--- src/rtl/mem_arb_pkg.sv ---
`default_nettype none
// +----------------------------------------------------------------------+
// | mem_arb_pkg : shared types and helpers for the memory arbiter        |
// | Rev 1.0                                                              |
// +----------------------------------------------------------------------+
package mem_arb_pkg;

  typedef enum logic [1:0] {
    ST_IDLE  = 2'd0,
    ST_ISSUE = 2'd1,
    ST_WAIT  = 2'd2,
    ST_RESP  = 2'd3
  } state_t;

  localparam logic REQ_I = 1'b0;
  localparam logic REQ_D = 1'b1;

  // Round-robin pick: on a tie the requester that did not win last time wins.
  function automatic logic arb_pick(input logic ireq, input logic dreq, input logic last);
    if (ireq && dreq) begin
      return ~last;
    end else if (dreq) begin
      return REQ_D;
    end else begin
      return REQ_I;
    end
  endfunction

endpackage
`default_nettype wire

--- src/rtl/sat_counter.sv ---
`default_nettype none
// +----------------------------------------------------------------------+
// | sat_counter : up-counter that sticks at all-ones, async clear        |
// | Rev 1.0                                                              |
// +----------------------------------------------------------------------+
module sat_counter #(
  parameter int WIDTH = 16
) (
  input  logic             clk,
  input  logic             rst_n,
  input  logic             i_inc,
  output logic [WIDTH-1:0] o_count
);

  logic [WIDTH-1:0] r_count;

  always_ff @(posedge clk or negedge rst_n) begin
    if (!rst_n) begin
      r_count <= '0;
    end else if (i_inc && (r_count != '1)) begin
      r_count <= r_count + WIDTH'(1);
    end
  end

  assign o_count = r_count;

endmodule
`default_nettype wire

--- src/rtl/mem_arbiter.sv ---
`default_nettype none
// +----------------------------------------------------------------------+
// | mem_arbiter : round-robin sharing of one memory port between the    |
// |               I-cache fill path and the D-cache fill/writeback path  |
// | Rev 1.0                                                              |
// +----------------------------------------------------------------------+
module mem_arbiter
  import mem_arb_pkg::*;
#(
  parameter int AW      = 16,
  parameter int DW      = 16,
  parameter int TIMEOUT = 64,
  parameter int CW      = 16
) (
  input  logic          clk,
  input  logic          rst_n,
  input  logic          i_req,
  input  logic [AW-1:0] i_addr,
  output logic          i_done,
  output logic [DW-1:0] i_rdata,
  input  logic          d_req,
  input  logic          d_wr,
  input  logic [AW-1:0] d_addr,
  input  logic [DW-1:0] d_wdata,
  output logic          d_done,
  output logic [DW-1:0] d_rdata,
  output logic          err,
  output logic          mem_en,
  output logic          mem_wr,
  output logic [AW-1:0] mem_addr,
  output logic [DW-1:0] mem_wdata,
  input  logic [DW-1:0] mem_rdata,
  input  logic          mem_done,
  output logic          busy,
  output logic [CW-1:0] i_grant_cnt,
  output logic [CW-1:0] d_grant_cnt
);

  localparam int TW = $clog2(TIMEOUT + 1);

  state_t         r_state;
  state_t         w_next_state;
  logic           r_id;
  logic           r_wr;
  logic           r_last;
  logic [AW-1:0]  r_addr;
  logic [DW-1:0]  r_wdata;
  logic [TW-1:0]  r_tcnt;
  logic           r_mem_en;
  logic           r_i_done;
  logic           r_d_done;
  logic           r_err;
  logic           r_busy;
  logic [DW-1:0]  r_i_rdata;
  logic [DW-1:0]  r_d_rdata;

  logic           w_any_req;
  logic           w_win;
  logic           w_timeout;
  logic           w_inc_i;
  logic           w_inc_d;
  logic [DW-1:0]  w_resp_data;

  assign w_any_req   = i_req | d_req;
  assign w_win       = arb_pick(i_req, d_req, r_last);
  assign w_timeout   = (r_tcnt == TW'(TIMEOUT));
  assign w_inc_i     = (r_state == ST_IDLE) && w_any_req && (w_win == REQ_I);
  assign w_inc_d     = (r_state == ST_IDLE) && w_any_req && (w_win == REQ_D);
  // Writes and timeouts both hand back zero data.
  assign w_resp_data = (mem_done && !r_wr) ? mem_rdata : '0;

  always_ff @(posedge clk or negedge rst_n) begin
    if (!rst_n) begin
      r_state <= ST_IDLE;
    end else begin
      r_state <= w_next_state;
    end
  end

  always_comb begin
    w_next_state = r_state;
    case (r_state)
      ST_IDLE:  if (w_any_req) w_next_state = ST_ISSUE;
      ST_ISSUE: w_next_state = ST_WAIT;
      ST_WAIT:  if (mem_done || w_timeout) w_next_state = ST_RESP;
      ST_RESP:  w_next_state = ST_IDLE;
      default:  w_next_state = ST_IDLE;
    endcase
  end

  always_ff @(posedge clk or negedge rst_n) begin
    if (!rst_n) begin
      r_id      <= REQ_I;
      r_wr      <= 1'b0;
      r_last    <= REQ_I;
      r_addr    <= '0;
      r_wdata   <= '0;
      r_tcnt    <= '0;
      r_mem_en  <= 1'b0;
      r_i_done  <= 1'b0;
      r_d_done  <= 1'b0;
      r_err     <= 1'b0;
      r_busy    <= 1'b0;
      r_i_rdata <= '0;
      r_d_rdata <= '0;
    end else begin
      r_busy <= (w_next_state != ST_IDLE);
      case (r_state)
        ST_IDLE: begin
          if (w_any_req) begin
            r_id     <= w_win;
            r_mem_en <= 1'b1;
            if (w_win == REQ_D) begin
              r_addr  <= d_addr;
              r_wr    <= d_wr;
              r_wdata <= d_wdata;
            end else begin
              r_addr  <= i_addr;
              r_wr    <= 1'b0;
              r_wdata <= '0;
            end
          end
        end
        ST_ISSUE: begin
          r_mem_en <= 1'b0;
          r_tcnt   <= '0;
        end
        ST_WAIT: begin
          r_tcnt <= r_tcnt + TW'(1);
          // A completion on the final timeout cycle still counts as success.
          if (mem_done || w_timeout) begin
            r_err <= ~mem_done;
            if (r_id == REQ_D) begin
              r_d_done  <= 1'b1;
              r_d_rdata <= w_resp_data;
            end else begin
              r_i_done  <= 1'b1;
              r_i_rdata <= w_resp_data;
            end
          end
        end
        ST_RESP: begin
          r_i_done  <= 1'b0;
          r_d_done  <= 1'b0;
          r_err     <= 1'b0;
          r_i_rdata <= '0;
          r_d_rdata <= '0;
          r_last    <= r_id;
        end
        default: ;
      endcase
    end
  end

  sat_counter #(.WIDTH(CW)) u_i_cnt (
    .clk     (clk),
    .rst_n   (rst_n),
    .i_inc   (w_inc_i),
    .o_count (i_grant_cnt)
  );

  sat_counter #(.WIDTH(CW)) u_d_cnt (
    .clk     (clk),
    .rst_n   (rst_n),
    .i_inc   (w_inc_d),
    .o_count (d_grant_cnt)
  );

  assign i_done    = r_i_done;
  assign i_rdata   = r_i_rdata;
  assign d_done    = r_d_done;
  assign d_rdata   = r_d_rdata;
  assign err       = r_err;
  assign mem_en    = r_mem_en;
  assign mem_wr    = r_wr;
  assign mem_addr  = r_addr;
  assign mem_wdata = r_wdata;
  assign busy      = r_busy;

endmodule
`default_nettype wire

--- config.mk ---
export PLATFORM = sky130hd
export DESIGN_NAME = mem_arbiter
export DESIGN_NICKNAME = d
export VERILOG_FILES = /design/src/rtl/mem_arb_pkg.sv /design/src/rtl/sat_counter.sv /design/src/rtl/mem_arbiter.sv
export SDC_FILE = /design/constraint.sdc
export NUM_CORES = 1
export LEC_CHECK = 0
export ABC_AREA = 1
export BUFFER_PORTS_ARGS = -buffer_cell sky130_fd_sc_hd__buf_2
export CAP_MARGIN = 20
export CORE_MARGIN = 5
export CORE_UTILIZATION = 48
export CTS_BUF_LIST = sky130_fd_sc_hd__clkbuf_8
export DETAILED_ROUTE_END_ITERATION = 8
export PLACE_DENSITY = 0.85
export SETUP_SLACK_MARGIN = 0.02
export SYNTH_ARGS = -nofsm -noshare
export SYNTH_HDL_FRONTEND = slang
export SYNTH_SLANG_ARGS = --single-unit
--- constraint.sdc ---
create_clock -name clk -period 1.48 [get_ports clk]
set_input_delay 0.222 -clock clk [delete_from_list [all_inputs] [get_ports clk]]
set_output_delay 0.222 -clock clk [all_outputs]
set_load 0.005 [all_outputs]
; Word-level counts from Yosys, hierarchy flattened
; Cells that the tools add are included.
[word_totals]
register_bits = 113
word_cells = 78
output_inout_bits = 102
[classes]
muxes = 26
reduce_logical = 19
eq_ne = 10
bitwise_logic = 4
add_sub_neg = 3
[ops]
columns = op, n
row1 = $mux 16, 7
row2 = $pmux 16 s2, 2
row3 = $add 16x1->16 const B, 2
row4 = $ne 16x16->1 const B, 2
row5 = $pmux 7 s2, 1
row6 = $mux 1, 9
row7 = $ne 2x2->1 const B, 4
row8 = $pmux 1 s2, 4
row9 = $pmux 2 s4, 1
row10 = $reduce_bool 2->1, 4
row11 = $add 7x1->7 const B, 1
row12 = $eq 7x7->1 const B, 1
row13 = $logic_and 1x1->1, 7
row14 = $reduce_and 2->1, 3
row15 = $reduce_and 3->1, 2
row16 = $eq 2x2->1 const B, 2
row17 = $mux 2, 2
row18 = $not 1->1, 3
row19 = $eq 2x1->1 const B, 1
row20 = $logic_not 2->1, 1
row21 = $logic_not 1->1, 1
row22 = $logic_or 1x1->1, 1
row23 = $or 1x1->1, 1

; Longest topological paths before layout
[depth]
word_depth = 6
ltp_mapped = 10

; Hierarchy
; Synthesis repeated with hierarchy kept, for this count alone.
[unflattened]
cells_unflattened = 713
hier_area_um2 = 5808.1
[modules_own_cells]
columns = mod, area_each_um2, seq_area_each_um2, n_inst, cells_per_inst
row1 = mem_arbiter, 3691.0, 2026.9, 1, 415
row2 = sat_counter, 1058.5, 400.4, 2, 149

; Least setup slack after synthesis
; Ideal clock, no wire load.
[synth_timing]
path_kind = flip-flop to flip-flop
start = register r_state[0]
end = register r_d_done, in the netlist d_done
t_arrival_ns = 1.468
path_slack_ns = -0.104
required_time_ns = 1.363
setup_time_ns = 0.117
stages_incl_launch_ff = 11
cell_sequence = dfrtp_1 -> inv_1 -> ha_1 -> buf_6 -> inv_4 -> nor2_4 -> a21oi_4 -> nand2_4 -> buf_6 -> nand2_1 -> nand2_1
[synth_via]
elab_chain_len = 3
elab_cells_between_ends = 7
cone_classes = eq/ne: 4 / mux: 1 / reduce/logical: 2
[synth_rtl]
columns = item, line_no
row1 = from (decl), mem_arbiter.sv:41  ; state_t r_state;
row2 = from (signal assigned), mem_arbiter.sv:76  ; r_state <= w_next_state;
row3 = $eq 2x2->1, mem_arbiter.sv:108  ; case (r_state)
row4 = $ne 2x2->1 (no line) or $reduce_bool 2->1 (tied branches), --
row5 = $reduce_and 3->1 (no line), --
row6 = to (signal assigned), mem_arbiter.sv:101  ; r_d_done <= 1'b0;
row7 = to (signal assigned), mem_arbiter.sv:134  ; r_d_done <= 1'b1;
row8 = to (signal assigned), mem_arbiter.sv:144  ; r_d_done <= 1'b0;
row9 = to (decl), mem_arbiter.sv:51  ; logic r_d_done;
; Several ways; a longest one is shown, not always the timed one.
; A chain may end at the register's enable or synchronous reset.

; Final worst setup path
[layout_timing]
start = register r_tcnt[1]
end = register r_d_rdata[15], in the netlist d_rdata[15]
[layout_via]
elab_chain_len = 4
[layout_rtl]
columns = item, line_no
row1 = from (decl), mem_arbiter.sv:48  ; logic [TW-1:0] r_tcnt;
row2 = from (signal assigned), mem_arbiter.sv:129  ; r_tcnt <= r_tcnt + TW'(1);
row3 = $eq 7x7->1, mem_arbiter.sv:66  ; assign w_timeout = (r_tcnt == TW'(TIMEOUT));
row4 = $logic_or 1x1->1, mem_arbiter.sv:131  ; if (mem_done || w_timeout) begin
row5 = $ne 2x2->1 (no line), --
row6 = $reduce_and 3->1 (no line), --
row7 = to (signal assigned), mem_arbiter.sv:135  ; r_d_rdata <= w_resp_data;
row8 = to (decl), mem_arbiter.sv:55  ; logic [DW-1:0] r_d_rdata;
; Every way passes these cells.

==> results.sh <==
export IMPL_fin_nets=1069
export IMPL_hold_ws_ns=0.0153
export IMPL_viasPerCell=5.45
export IMPL_initial_utilization_pct=49.4
export IMPL_synth_top_cell_area_share_pct=49.7
export IMPL_synth_distinct_cells=32
export IMPL_first_pass_iters=8
export IMPL_fill_cells=731
export IMPL_synth_edf_count=0
export IMPL_cts_tree="built"
export IMPL_ys_seq_area_share_pct=49.7
export IMPL_area_growth_pct=53.8
export IMPL_dpl_cell_area_mm2=0.00715
export IMPL_grt_pass1_vias=5804
export IMPL_critPathTopFamily="simple AND/OR/NAND/NOR gates"
export IMPL_outcome="finished, violations left"
export IMPL_crit_arrival_ns=2.00
export IMPL_clkTransAtPathRegs_ns=0.08
export IMPL_post_route_min_period_ns=1.62
export IMPL_cellPowerDensity_mw_per_mm2=1820
export IMPL_antenna_cells=0
export IMPL_peakVddDrop_mv=1.04
export IMPL_final_cell_mix="nand2_1, buf_2, dfrtp_1"
export IMPL_fmaxAchievable_mhz=616
export IMPL_maxSlewViolCount=0
export IMPL_start_kind="flip-flop"
export IMPL_drc_errors=0
export IMPL_yosys_area_top_type="dfrtp_1"
export IMPL_syn_nets=787
export IMPL_place_congestion=0.865
export IMPL_path_max_fanout=7
export IMPL_design_area_mm2=0.00874
export IMPL_rows=39
export IMPL_antenna_found_initial=0
export IMPL_cts_made_buffers=17
export IMPL_htree_levels=4
export IMPL_routed_wl_mm=19.4
export IMPL_worstSetupPathType="flip-flop to flip-flop"
export IMPL_synth_simple_gate_area_share_pct=33.9
export IMPL_netlist_area_mm2=0.00569
export IMPL_setup_viol=67
export IMPL_clk_latency_ns=0.44
export IMPL_cpPeakStageDelay_ns=0.41
export IMPL_p_leak_nw=4.53
export IMPL_hold_path_class="input pin to flip-flop"
export IMPL_synthFlopType="dfrtp_1"
export IMPL_synthCells=708
export IMPL_via_count=6248
export IMPL_grt_pass1_wl_mm=27.8
export IMPL_synth_top_family_by_area="simple AND/OR/NAND/NOR gates"
export IMPL_r2r_slack_ns=-0.14
export IMPL_grt_usage_pct=24.2
export IMPL_cp_slowest_cell="dfrtp_1"
export IMPL_worstPathRequired_ns=1.86
export IMPL_synth_seq_cells=113
export IMPL_yosysWarnings=0
export IMPL_syn_mean_instance_area_um2=8.03
export IMPL_drtIter0Drc=712
export IMPL_cts_buffer_depth=2
export IMPL_core_mm2=0.0115
export IMPL_grt_max_degree=80
export IMPL_wire_per_inst_um=16.9
export IMPL_failed_checks="negative setup slack"
export IMPL_io_buffers=171
export IMPL_hold_viol=0
export IMPL_cts_sinks=113
export IMPL_die_x_um=119
export IMPL_crit_chain="inv_2 -> ha_4 -> nand4_1 -> nand3_4 -> clkbuf_16 -> nand3_2 -> nand2_1"
export IMPL_fin_worst_skew_ns=0.0113
export IMPL_global_route_overflow_total=0
export IMPL_final_common_cell="nand2_1"
export IMPL_setup_ws_ns=-0.143
export IMPL_drv_cap=0
export IMPL_timing_slew_headroom_pct=70.4
export IMPL_synthTopCellsByArea="dfrtp_1, nand2_1, nand3_1, nor2_1, inv_1"
export IMPL_ioPinCount=172
export IMPL_hpwl_mm=11.2
export IMPL_die_h_um=119
export IMPL_tightest_slew_ns=0.444
export IMPL_ant_nets=0
export IMPL_die_area_mm2=0.0141
export IMPL_synth_compound_area_share_pct=5.30
export IMPL_synth_xor_area_share_pct=2.16
export IMPL_synthAdderAreaFrac_pct=1.98
export IMPL_rsz0062_at_grt="yes"
export IMPL_path_buf_inv=2
export IMPL_critPathCaptureType="flip-flop"
export IMPL_synth_area_mux_share_pct=0
export IMPL_fin_crit_sh_pct=110
export IMPL_drive_gt1_share_pct=39.9
export IMPL_clk_root_buffer_cell="clkbuf_8"
export IMPL_async_flop_share_pct=100
## cell usage after synthesis, types with 2 or more instances
master    count
nor3_1       16
buf_6         5
o21ai_1       3
inv_2         5
clkbuf_1      5
inv_1        52
nand2_2       5
buf_2        11
a22o_1       16
o21ai_0      19
dfrtp_1     113
nor2_1       61
ha_1          9
a21oi_1       2
nor2_2        4
xnor2_1      13
nand3_1      75
nand4_1      29
nor2_4        3
buf_1         3
nand2_1     243
buf_4         4
nand2_4       3
## layer usage
metal | track usage (%) | up-vias | share of wire [%]
li1 | - | 2872 | -
met1 | 29.0 | 2946 | 38
met2 | 40.6 | 352 | 50
met3 | 6.73 | 78 | 7.2
met4 | 11.3 | 0 | 4.5
met5 | 0 | - | 0
## where the power goes
part           total, mW  internal, mW  leakage [nW]  switching [mW]
clock network       3.09          1.68         0.195            1.41
logic               7.83          3.67          2.85            4.17
registers           4.98          4.23          1.48           0.751
## registers in the layout (all words and copies together), names as in the netlist, 2 cells and up
register,cells
i_rdata,16
u_i_cnt.o_count,16
d_rdata,16
r_state,2
mem_wdata,16
mem_addr,16
u_d_cnt.o_count,16
r_tcnt,7
## through the flow
step                      std cells  TNS (ns)  power (mW)  utilization [%]  setup WS [ns]
final                          1146     -4.54        15.9             75.9         -0.143
after global routing           1146     -9.96        16.8             75.9         -0.210
after CTS                      1125         0        14.7             70.5        0.00175
after detailed placement       1044    -0.193        10.9             62.1        -0.0269
after global placement         1044         0        10.7             62.1         0.0132
after floorplan                 708    -0.599        8.20                -        -0.0480
## area by class of cell
class	count	area (um^2)	share of cell area [%]
inverter	59	246	2.82
sequential	113	2840	32.4
multi-input combinational	513	2940	33.6
clock inverter	15	181	2.07
tap	143	179	2.05
timing repair buffer	285	2120	24.3
timing repair inverter	1	11.3	0.129
clock buffer	17	234	2.68
## worst paths after layout
check,cells after the start,end,from
max in group asynchronous,3,u_d_cnt.o_count[4],rst_n
hold / removal,3,mem_addr[10],i_addr[10]
setup / recovery,7,d_rdata[15],r_tcnt[1]
setup reg to reg,7,d_rdata[15],r_tcnt[1]
hold reg to reg,2,d_rdata[3],d_rdata[3]
min in group asynchronous,3,mem_addr[13],rst_n
## kinds of logic after synthesis
| group | count (synthesis) |
|---|---|
| simple gates | 442 |
| fa+ha+maj | 9 |
| flops | 113 |
| compound gates | 43 |
| xor+xnor | 14 |
| buf+inv | 87 |
## what timing repair did
action                                  in CTS  in global routing
pin swaps                                    5                 39
setup buffers                                8                 10
hold buffers                                38                  0
endpoints found under the setup margin      72                104
endpoints found under the hold margin      144                  0
cloned                                       3                 11
resized for setup                           14                105
## worst min-delay path: stages
cell     delay (ns)
buf_2          0.10
nand2_4        0.05
nand3_2        0.04
(Power assumes the default switching activity.)
